--- config.mk ---
export PLATFORM = sky130hd
export DESIGN_NAME = dff_bank_arbiter
export DESIGN_NICKNAME = d
export VERILOG_FILES = /design/src/rtl/dff_bank_arbiter_pkg.sv /design/src/rtl/dff_bank_arbiter_dff_reg.sv /design/src/rtl/dff_bank_arbiter.sv
export SDC_FILE = /design/constraint.sdc
export NUM_CORES = 1
export LEC_CHECK = 0
export CAP_MARGIN = 20
export CELL_PAD_IN_SITES_DETAIL_PLACEMENT = 0
export CELL_PAD_IN_SITES_GLOBAL_PLACEMENT = 1
export CORE_MARGIN = 2
export CORE_UTILIZATION = 28
export DETAILED_ROUTE_END_ITERATION = 16
export PLACE_DENSITY = 0.79
export SYNTH_ARGS = -nofsm -noshare
export SYNTH_HDL_FRONTEND = slang
export SYNTH_SLANG_ARGS = --single-unit
--- constraint.sdc ---
create_clock -name clk -period 3.78 [get_ports clk]
set_input_delay 0.756 -clock clk [delete_from_list [all_inputs] [get_ports clk]]
set_output_delay 0.756 -clock clk [all_outputs]
set_load 0.03 [all_outputs]
--- src/rtl/dff_bank_arbiter_pkg.sv ---
// rtl/dff_bank_arbiter_pkg.sv - shared types and arbitration helpers for dff_bank_arbiter
package dff_bank_arbiter_pkg;

    localparam int MAX_NREQ = 8;

    typedef enum logic {
        IDLE = 1'b0,
        BUSY = 1'b1
    } state_t;

    // Result of a round-robin scan: found flag plus winner index.
    typedef struct packed {
        logic       found;
        logic [2:0] idx;
    } pick_t;

    // One-hot vector with bit idx set, restricted to the low n bits.
    function automatic logic [MAX_NREQ-1:0] onehot(input int idx, input int n);
        logic [MAX_NREQ-1:0] r;
        r = '0;
        for (int i = 0; i < MAX_NREQ; i++) begin
            if (i < n && i == idx) begin
                r[i] = 1'b1;
            end
        end
        return r;
    endfunction

    // First requester at or after ptr, scanning cyclically over n requesters.
    function automatic pick_t rr_pick(input logic [MAX_NREQ-1:0] req, input int ptr, input int n);
        pick_t p;
        int    j;
        p = '0;
        for (int k = 0; k < MAX_NREQ; k++) begin
            if (k < n) begin
                j = (ptr + k) % n;
                if (!p.found && req[j]) begin
                    p.found = 1'b1;
                    p.idx   = 3'(j);
                end
            end
        end
        return p;
    endfunction

endpackage

--- src/rtl/dff_bank_arbiter_dff_reg.sv ---
// rtl/dff_bank_arbiter_dff_reg.sv - shared storage register with load enable
module dff_reg #(
    parameter int WIDTH = 8
) (
    input  logic             clk,
    input  logic             rst,
    input  logic             load,
    input  logic [WIDTH-1:0] d,
    output logic [WIDTH-1:0] q
);

    // Clear on reset, capture d only on granted cycles, otherwise hold.
    always_ff @(posedge clk) begin
        if (rst) begin
            q <= '0;
        end else if (load) begin
            q <= d;
        end
    end

endmodule

--- src/rtl/dff_bank_arbiter.sv ---
// rtl/dff_bank_arbiter.sv - round-robin burst arbiter sharing one flop bank
module dff_bank_arbiter
    import dff_bank_arbiter_pkg::*;
#(
    parameter int NREQ      = 4,
    parameter int WIDTH     = 8,
    parameter int MAX_BURST = 3
) (
    input  logic                     clk,
    input  logic                     rst,
    input  logic [NREQ-1:0]          req,
    input  logic [NREQ*WIDTH-1:0]    wdata,
    output logic [NREQ-1:0]          gnt,
    output logic [WIDTH-1:0]         q,
    output logic                     valid,
    output logic [$clog2(NREQ)-1:0]  owner
);

    localparam int IW = $clog2(NREQ);
    localparam int CW = $clog2(MAX_BURST + 1);

    if (NREQ < 2 || NREQ > MAX_NREQ) begin : g_bad_nreq
        $error("dff_bank_arbiter: NREQ must be in 2..8");
    end
    if (MAX_BURST < 1) begin : g_bad_burst
        $error("dff_bank_arbiter: MAX_BURST must be >= 1");
    end

    state_t              state;
    state_t              state_next;
    logic [IW-1:0]       ptr;
    logic [IW-1:0]       cur;
    logic [CW-1:0]       cnt;
    logic [MAX_NREQ-1:0] req_ext;
    pick_t               pick;
    logic                grant;
    logic                take_new;
    logic [IW-1:0]       win;
    logic [WIDTH-1:0]    sel_data;

    // Decide who owns this cycle: continue the burst, hand off, or go idle.
    always_comb begin
        req_ext             = '0;
        req_ext[NREQ-1:0]   = req;
        pick                = rr_pick(req_ext, int'(ptr), NREQ);
        grant               = 1'b0;
        take_new            = 1'b0;
        win                 = cur;
        state_next          = state;
        case (state)
            IDLE: begin
                if (pick.found) begin
                    grant      = 1'b1;
                    take_new   = 1'b1;
                    win        = IW'(pick.idx);
                    state_next = BUSY;
                end
            end
            BUSY: begin
                if (req[cur] && cnt < CW'(MAX_BURST)) begin
                    grant = 1'b1;
                end else if (pick.found) begin
                    // ptr already sits at cur+1, so cur is scanned last.
                    grant    = 1'b1;
                    take_new = 1'b1;
                    win      = IW'(pick.idx);
                end else begin
                    state_next = IDLE;
                end
            end
            default: state_next = IDLE;
        endcase
        if (rst) begin
            grant      = 1'b0;
            take_new   = 1'b0;
            state_next = IDLE;
        end
        gnt = grant ? NREQ'(onehot(int'(win), NREQ)) : '0;
    end

    // Route the winner's data slice to the storage register.
    always_comb begin
        sel_data = '0;
        for (int i = 0; i < NREQ; i++) begin
            if (win == IW'(i)) begin
                sel_data = wdata[i*WIDTH +: WIDTH];
            end
        end
    end

    // Ownership, burst counter, rotation pointer and status flags.
    always_ff @(posedge clk) begin
        if (rst) begin
            state <= IDLE;
            ptr   <= '0;
            cur   <= '0;
            cnt   <= '0;
            owner <= '0;
            valid <= 1'b0;
        end else begin
            state <= state_next;
            if (grant) begin
                owner <= win;
                valid <= 1'b1;
                if (take_new) begin
                    cur <= win;
                    cnt <= CW'(1);
                    ptr <= (win == IW'(NREQ - 1)) ? '0 : win + 1'b1;
                end else begin
                    cnt <= cnt + 1'b1;
                end
            end
        end
    end

    dff_reg #(
        .WIDTH(WIDTH)
    ) u_dff_reg (
        .clk  (clk),
        .rst  (rst),
        .load (|gnt),
        .d    (sel_data),
        .q    (q)
    );

endmodule

==> impl.org <==
** Clock tree
- After clock tree synthesis, the clock-pin slew on the worst setup and hold paths is 0.07 ns.
- Buffers inserted during clock tree synthesis total 3.
- H-tree depth reported by CTS :: 1
- TritonCTS built the clock tree.
- Number of clock sinks seen by CTS :: 18
- Clock tree root driver cell :: sky130_fd_sc_hd__clkbuf_8
- Largest buffer count on any clock path :: 2
- Post-CTS repair changed the size of 0 cells.
- # hold bufs at CTS :: 0
- Post-CTS Setup Bufs :: 0
- Clock insertion delay at the later pin of the skew report :: 0.25 ns

** Worst setup path
- Crit path launch type :: input pin
- The worst setup path is of the input pin to output pin kind.
- Origin of the worst setup path :: req[1]
- Worst-path fanout max :: 6
- The critical path ends at gnt[2].
- Type of destination of the critical path :: output pin
- At the worst endpoint, the required time is 3.02 ns.
- The startpoint identified for the worst register-to-register timing path is cnt[0]$_SDFFE_PP0N_.
- For the worst flop-to-flop path, the logic depth is 10.
- In this run the critical register-to-register path is captured at u_dff_reg.q[4]$_SDFFE_PP0P_.
- Setup slack, reg-to-reg :: 0.71 ns
- At the worst endpoint, the arrival time is 2.87 ns.

** Global routing
- Total global routing overflow :: 0
- Pin count of the biggest net entering global routing :: 17
- Global-route usage over all layers :: 0.151
- Wire length of the first global-routing pass :: 5420 um
- The initial antenna violation count was 0.
- Number of global-route vias before repair :: 1131

** Status
- The run finished with clean final reports.

** Placed design
- DP Area :: 1760 um2
- Port Buf Inserts :: 52
- The congestion estimate from routability-driven global placement came to 0.833.
- The wire-length estimate of the detail-placed layout is 2690 um.

** Timing
- Final Hold Fails :: 0
- Of the available clock period, the critical path in the final layout requires 0.959.
- Subtracting the final worst setup slack from the clock period gives 3.62 ns.
- Slew Viols, Final :: 0
- Post-route clock skew :: 0.00490 ns
- Setup repair after global routing left no endpoint under its margin.
- At the pin with the least slew margin, the transition time is 0.414 ns.
- Setup TNS after final layout :: 0 ns
- Worst hold slack across all endpoints :: 0.469 ns
- Setup violations remaining at the end of the flow were counted as 0.
- Maximum clock frequency :: 276 MHz
- Worst max-slew margin expressed relative to the limit :: 0.723

** Logic synthesis
- A synthesized cell averages 7.56 um2.
- Post-synthesis register bit count :: 18
- Synthesis produced a netlist whose cell count is 156.
- Mapped cell area :: 1180 um2
- The synthesized netlist contains 34 unique library cells.
- The share of the Yosys chip area taken by registers is 0.306.
- Total number of yosys warnings :: 0
- Synth Net Count :: 199

** Finish
- 0 antenna diodes ended up in the layout.
- Final design instance area without fill :: 1810 um2
- Of the cells placed in the final design, the portion with a size suffix greater than 1 is 0.105.
- Fill cells in the final layout number 404.
- Most common cell after layout, fill and taps aside :: sky130_fd_sc_hd__clkdlybuf4s50_1
- Final net count :: 253
- Area grow syn2layout :: 53.9%
- Most frequent cells in the layout :: sky130_fd_sc_hd__clkdlybuf4s50_1, sky130_fd_sc_hd__dfxtp_1, sky130_fd_sc_hd__nor2_1, sky130_fd_sc_hd__a21oi_1, sky130_fd_sc_hd__o21ai_0

** Floorplanning
- In this run the standard cell core region covers 4030 um2.
- Starting Density :: 0.293
- Floorplan die width :: 68.9 um
- Die area :: 4740 um2
- I/O pin cnt :: 53
- The floorplan step set the die height to 68.9 um.
- Site Rows :: 23

** Detailed routing
- After detailed routing, the average wire length per cell comes to 13.3 um.
- In the detailed route, the total length drawn on met3 is 164 um.
- Pre-Repair DR Iteration Count :: 4
- Met2 wire len :: 1480 um
- After detailed routing, no signal wire sits above met4.
- Number of violations reported at the end of detailed-routing iteration 0 :: 55
- Drt via density :: 5.05
- For this run, design rule violations remaining after detail routing come to 0.
- In the final routing, the length of wire on met1 measures 1760 um.
- The final route contains 1307 vias.
- The final layout contains routed wiring with a total length of 3450 um.
- In this run the remaining antenna-violating nets after routing total 0.

** Pwr
- VDD sags by at most 0.254 mV.
- Power spread over the standard cell area amounts to 647 nW/um2.
- Leakage :: 0.748 nW

** Run
- Max-cap violations in this run came to 0.

** Min path
- Hold crit path type :: flip-flop to flip-flop
[area by class of cell]
| cell class | count | area [um2] | area share |
|---|---|---|---|
| clock buffer | 4 | 55.1 | 0.0303 |
| inverter | 10 | 37.5 | 0.0207 |
| multi-input combinational | 117 | 728 | 0.401 |
| sequential | 18 | 360 | 0.199 |
| tap | 50 | 62.6 | 0.0345 |
| timing repair buffer | 60 | 571 | 0.314 |
[Yosys cell counts, drive strengths merged]
cell,instances,area (um2)
inv,10,37.5
nand2,11,41.3
nand2b,1,6.26
or3b,1,8.76
nor4,1,12.5
or2,1,6.26
o2bb2ai,1,8.76
o22ai,1,12.5
a211o,1,8.76
nand3,2,15.0
dfxtp,18,360
nand3b,2,15.0
or4,3,22.5
mux2i,4,40.0
nor3,8,40.0
nor2,17,66.3
o211ai,1,7.51
ha,5,62.6
a211oi,2,15.0
buf,4,26.3
and3,6,37.5
a221oi,8,70.1
mux2,1,11.3
o21ai,13,65.1
nor2b,5,31.3
a31oi,2,12.5
clkbuf,7,26.3
o21bai,2,15.0
a21oi,16,80.1
a32oi,1,8.76
a22oi,1,7.51
[registers in the layout, summed over array words and instances, names as in the netlist]
signal and cells:
state 1, ptr 2, u_dff_reg.q 8, owner 2
valid 1, cnt 2, cur 2
[metal layers]
metal,up-vias,global-route usage
li1,671,-
met1,586,0.243
met2,46,0.206
met3,4,0.0244
met4,0,0.0368
met5,-,0
[logic make-up (layout without fill, tap and decap cells)]
family,after synthesis,after routing,synth area share
adders and majority gates,5,5,0.0531
AOI/OAI and AO/OA,49,49,0.264
DFF,18,18,0.306
muxes,5,5,0.0435
and+or+nand+nor,58,58,0.257
buffers and inverters,21,74,0.0764
[worst min path at each step]
| stage | startpoint | end | cells past startpoint |
|---|---|---|---|
| 2_1_floorplan | cnt[0]$_SDFFE_PP0N_ | cnt[0]$_SDFFE_PP0N_ | 1 |
| 3_3_place_gp | valid$_SDFFE_PP0N_ | valid$_SDFFE_PP0N_ | 2 |
| 3_5_place_dp | valid$_SDFFE_PP0N_ | valid$_SDFFE_PP0N_ | 2 |
| 4_1_cts | valid$_SDFFE_PP0N_ | valid$_SDFFE_PP0N_ | 2 |
| 5_1_grt | u_dff_reg.q[6]$_SDFFE_PP0P_ | u_dff_reg.q[6]$_SDFFE_PP0P_ | 2 |
| 6_report | valid$_SDFFE_PP0N_ | valid$_SDFFE_PP0N_ | 2 |
[metrics by stage]
step | setup slack [ns] | cells | total power, W | util
final | 0.156 | 259 | 0.00117 | 0.450
after global routing | 0.0180 | 259 | 0.00127 | 0.450
after CTS | 0.177 | 259 | 0.00117 | 0.450
after detailed placement | 0.0965 | 255 | 0.00101 | 0.437
after global placement | 0.168 | 255 | 0.00101 | 0.437
after floorplan | 0.322 | 156 | 0.000759 | -
[power breakdown]
part           total, W  switching [W]  internal, W
logic          0.000731       0.000416     0.000315
registers      0.000286      0.0000387     0.000247
clock network  0.000158      0.0000654    0.0000924
total           0.00117       0.000520     0.000654
[critical path, stage by stage]
cell	delay (ns)
sky130_fd_sc_hd__clkdlybuf4s50_1	0.59
sky130_fd_sc_hd__mux2i_1	0.16
sky130_fd_sc_hd__or2_2	0.33
sky130_fd_sc_hd__a31oi_1	0.33
sky130_fd_sc_hd__inv_1	0.12
sky130_fd_sc_hd__ha_1	0.25
sky130_fd_sc_hd__and3_1	0.17
sky130_fd_sc_hd__buf_4	0.17
Power figures use the tool's default switching activity.
==> RTL edit 1 (config.mk and constraints unchanged) <==
`WIDTH` is set to 8 in 2 places; all go to 10.
--- a/src/rtl/dff_bank_arbiter_dff_reg.sv
+++ b/src/rtl/dff_bank_arbiter_dff_reg.sv
@@ -1,6 +1,6 @@
 // rtl/dff_bank_arbiter_dff_reg.sv - shared storage register with load enable
 module dff_reg #(
-    parameter int WIDTH = 8
+    parameter int WIDTH = 10
 ) (
     input  logic             clk,
     input  logic             rst,
--- a/src/rtl/dff_bank_arbiter.sv
+++ b/src/rtl/dff_bank_arbiter.sv
@@ -3,7 +3,7 @@
     import dff_bank_arbiter_pkg::*;
 #(
     parameter int NREQ      = 4,
-    parameter int WIDTH     = 8,
+    parameter int WIDTH     = 10,
     parameter int MAX_BURST = 3
 ) (
     input  logic                     clk,
Ports: changed (resized q and wdata); port bits go from 53 to 63. No check against the original RTL was run, so the function may have changed too.
==> RTL edit 1 against the unedited design <==
- setup slack improved by 69 ps
- fmax grew 1.9%
- synthesized area grew 13%
- wire length rose by 21%
- sequential cell count increased by 2
- hold slack gained 13 ps
- design area increased by 16%
- total power shrank 7.7%
- critical path type unchanged
- largest power group unchanged
==> RTL edit 1: results <==
export IMPL_multiInputGateArea_um2=830
export IMPL_fin_skew_ps=5.20
export IMPL_largest_reg_flops=10
export IMPL_placed_cell_area_mm2=0.00203
export IMPL_cts_buffers_inserted=3
export IMPL_arrival_ps=2800
export IMPL_dp_slack_ps=-1.87
export IMPL_first_global_vias=1369
export IMPL_ir_drop_mv=0.194
export IMPL_n_fill_cell=473
export IMPL_synthTopCellsByCount="a21oi_1 (24), dfxtp_1 (20), nor2_1 (16)"
export IMPL_io_buffers=62
export IMPL_grt_max_degree=21
export IMPL_cts_buffer_depth=2
export IMPL_gp_congestion=0.864
export IMPL_r2r_end="u_dff_reg.q[6]"
export IMPL_cp_max_fo=7
export IMPL_grt_first_pass_wirelength_um=6640
export IMPL_wirelength_um=4180
export IMPL_dp_hpwl_um=3150
export IMPL_die_x_um=73.1
export IMPL_timing_final_ws_setup_ps=225
export IMPL_synthTopCellsByArea="dfxtp_1 (30%), a21oi_1 (9.0%), a221oi_1 (6.6%)"
export IMPL_final_layout_size_suffix_gt1_frac=0.129
export IMPL_synth_cell_types=41
export IMPL_leakage_nw=0.879
export IMPL_yosysSeqAreaShare=0.300
export IMPL_cp_endpoint="gnt[0]"
export IMPL_relSlewSlack=0.750
export IMPL_status="completed"
export IMPL_viasPerCell=5.10
==> RTL edit 1: changes by cell type in the layout (fill, tap and decap cells not counted), moves of 3 or more <==
| cell | delta |
|---|---|
| a21oi_1 | +8 |
| clkdlybuf4s50_1 | +7 |
| dlymetal6s2s_1 | +3 |
| nor3_1 | +3 |
| buf_4 | +5 |
==> RTL edit 1: how the worst min path moves through the flow <==
stage                 from  depth (start not counted)  slack, ps     end
global placement    cnt[0]                          1        460  cnt[0]
global route        cnt[0]                          1        500  cnt[0]
floorplan           cnt[0]                          1        440  cnt[0]
finish              cnt[0]                          1        480  cnt[0]
CTS                 cnt[0]                          1        480  cnt[0]
detailed placement  cnt[0]                          1        470  cnt[0]
==> RTL edit 1: cells by family (layout without fill, tap and decap cells) <==
kind of cell             Yosys count  after routing  share of synthesized area
multiplexers                       3              3                     0.0234
flip-flops                        20             20                      0.300
AO/OA/AOI/OAI                     59             59                      0.277
AND/OR/NAND/NOR                   65             65                      0.269
adder cells (fa/ha/maj)            5              5                     0.0468
buffers and inverters             22             89                     0.0843
==> RTL edit 1: cell type report <==
class / count / share of cell area
clock buffer: 3 / 0.0197
inverter: 11 / 0.0197
multi-input combinational: 132 / 0.396
sequential: 20 / 0.191
tap: 54 / 0.0322
timing repair buffer: 75 / 0.341
==> RTL edit 1: layer usage <==
layer | track usage | share of wire
met5 | 0 | 0
met4 | 0.0370 | 0.0057
met3 | 0.0304 | 0.061
met2 | 0.236 | 0.43
met1 | 0.233 | 0.51
==> RTL edit 1: stage by stage <==
stage	setup TNS, ps	hold WS [ps]	instances
2_1_floorplan	0	441	174
3_5_place_dp	-2.79	469	290
4_1_cts	0	485	293
5_1_grt	0	502	295
3_3_place_gp	0	462	290
6_report	0	482	295
==> RTL edit 1: power by group <==
group / leakage, nW / internal [mW] / switching [mW]
combinational: 0.692 / 0.292 / 0.355
clock: 0.0216 / 0.0709 / 0.0654
sequential: 0.166 / 0.263 / 0.0378
==> RTL edit 1: worst max-delay path, stage by stage <==
cell and delay, ps:
clkdlybuf4s50_1 490, or4_4 500, o21ai_0 120, a21oi_1 120
and2_1 190, ha_1 250, and3_1 190, buf_4 160
==> RTL edit 1: what timing repair did <==
action,4_1_cts,5_1_grt
setup buffers,0,2
resized for setup,0,4
endpoints found under the setup margin,0,14
==> RTL edit 2 (config.mk and constraints unchanged) <==
Without the edit above. Make the reset (`rst`) asynchronous in 2 clocked blocks.
--- a/src/rtl/dff_bank_arbiter_dff_reg.sv
+++ b/src/rtl/dff_bank_arbiter_dff_reg.sv
@@ -10,7 +10,7 @@
 );
 
     // Clear on reset, capture d only on granted cycles, otherwise hold.
-    always_ff @(posedge clk) begin
+    always_ff @(posedge clk or posedge rst) begin
         if (rst) begin
             q <= '0;
         end else if (load) begin
--- a/src/rtl/dff_bank_arbiter.sv
+++ b/src/rtl/dff_bank_arbiter.sv
@@ -89,7 +89,7 @@
     end
 
     // Ownership, burst counter, rotation pointer and status flags.
-    always_ff @(posedge clk) begin
+    always_ff @(posedge clk or posedge rst) begin
         if (rst) begin
             state <= IDLE;
             ptr   <= '0;
Function: differs if rst is asserted again (counterexample within 4 cycles, from zero or initial values and one cycle with rst high); with rst held inactive, the same outputs for 4 cycles.
==> RTL edit 2 against the unedited design <==
- die area rose by 12%
- largest power group unchanged
- wire length fell by 1.9%
- via count is 8.8% lower
- synthesized area up 13%
- setup slack worse by 1.0 ps
- critical path type unchanged
- final cell count down 3.1%
- sequential cell count unchanged
- total power grew 37%
- design area rose by 10%
- register-to-register slack better by 100 ps
==> RTL edit 2: results <==
export IMPL_multiInputGateArea_um2=810
export IMPL_synth_fp_nets=184
export IMPL_final_net_count=242
export IMPL_met1Wirelength_um=1650
export IMPL_grt_max_degree=19
export IMPL_detailedRoute_firstIterationViolations=68
export IMPL_fin_skew_ps=3.10
export IMPL_total_power_mw=1.60
export IMPL_gp_congestion=0.763
export IMPL_r2r_cells=11
export IMPL_r2r_end="u_dff_reg.q[5]"
export IMPL_placed_cell_area_mm2=0.00193
export IMPL_holdWs_ps=467
export IMPL_p_sw_frac=0.427
export IMPL_worst_hold_path_num_cells=1
export IMPL_clkPwrFrac=0.081
export IMPL_yosysSeqAreaShare=0.339
export IMPL_end_kind="output pin"
export IMPL_grt_first_pass_wirelength_um=5410
export IMPL_min_path_type="reg2reg"
export IMPL_synth_adder_area_share=0.0471
export IMPL_worst_pin_slew_ps=350
export IMPL_wl_met3_um=115
export IMPL_synth_cell_types=35
export IMPL_final_cells=251
export IMPL_syn_inst=141
export IMPL_synth_compound_area_share=0.247
export IMPL_wl_per_cell_um=13.5
export IMPL_rr_startpoint="cnt[0]"
export IMPL_use_met1=0.176
export IMPL_cp_max_fo=7
export IMPL_dp_hpwl_um=2660
export IMPL_vias=1192
export IMPL_comb_power_mw=1.13
export IMPL_synth_xor_xnor_area_share=0
export IMPL_globalRouteMet2Util=0.212
export IMPL_synth_mux_area_frac=0.144
export IMPL_n_fill_cell=452
export IMPL_synthTopCellsByArea="dfrtp_1 (34%), mux2_4 (11%), a21oi_1 (8.3%)"
export IMPL_ys_flop_type="dfrtp_1"
export IMPL_cts_buffer_depth=2
export IMPL_crit_start="req[0]"
export IMPL_leakage_nw=0.883
export IMPL_status="completed"
export IMPL_final_layout_size_suffix_gt1_frac=0.183
export IMPL_post_cts_buffers=0
export IMPL_track_usage=0.130
export IMPL_path_clk_slew_ps=70
export IMPL_rrSetupSlack_ps=810
export IMPL_synthTopCellsByCount="a21oi_1 (22), dfrtp_1 (18), inv_1 (13)"
export IMPL_hold_path_startpoint="valid"
export IMPL_dp_slack_ps=98.7
export IMPL_min_to="valid"
export IMPL_first_global_vias=1175
export IMPL_ir_drop_mv=0.227
export IMPL_grtUsageMet3=0.0262
export IMPL_synth_async_sr_flop_share=1.00
export IMPL_wl_met2_um=1570
## RTL edit 2: cell count changes after synthesis, moves of 5 or more
cell / delta
and3_1: -6
a221oi_1: -8
mux2_4: +10
a22o_1: +9
nor3_1: -7
nor2b_1: -5
dfrtp_1: +18
and2_1: +5
nor2_1: -12
dfxtp_1: -18
a21oi_1: +6
## RTL edit 2: logic make-up after synthesis
kind of cell / Yosys count
AO/OA/AOI/OAI: 51
adder cells (fa/ha/maj): 5
multiplexers: 14
AND/OR/NAND/NOR: 31
buffers and inverters: 22
flip-flops: 18
## RTL edit 2: worst max-delay path, cell delays in order
cell,delay (ps)
clkdlybuf4s50_1,520
mux2i_2,270
o22ai_4,150
nor2_2,180
mux2_1,370
ha_1,290
and2_1,170
buf_4,160
## RTL edit 2: layout make-up
class / count / area share
multi-input cells: 101 / 0.404
repair buffers: 61 / 0.290
flip-flops and latches: 18 / 0.225
well taps: 54 / 0.0338
inverters: 14 / 0.0263
clock buffers: 3 / 0.0206
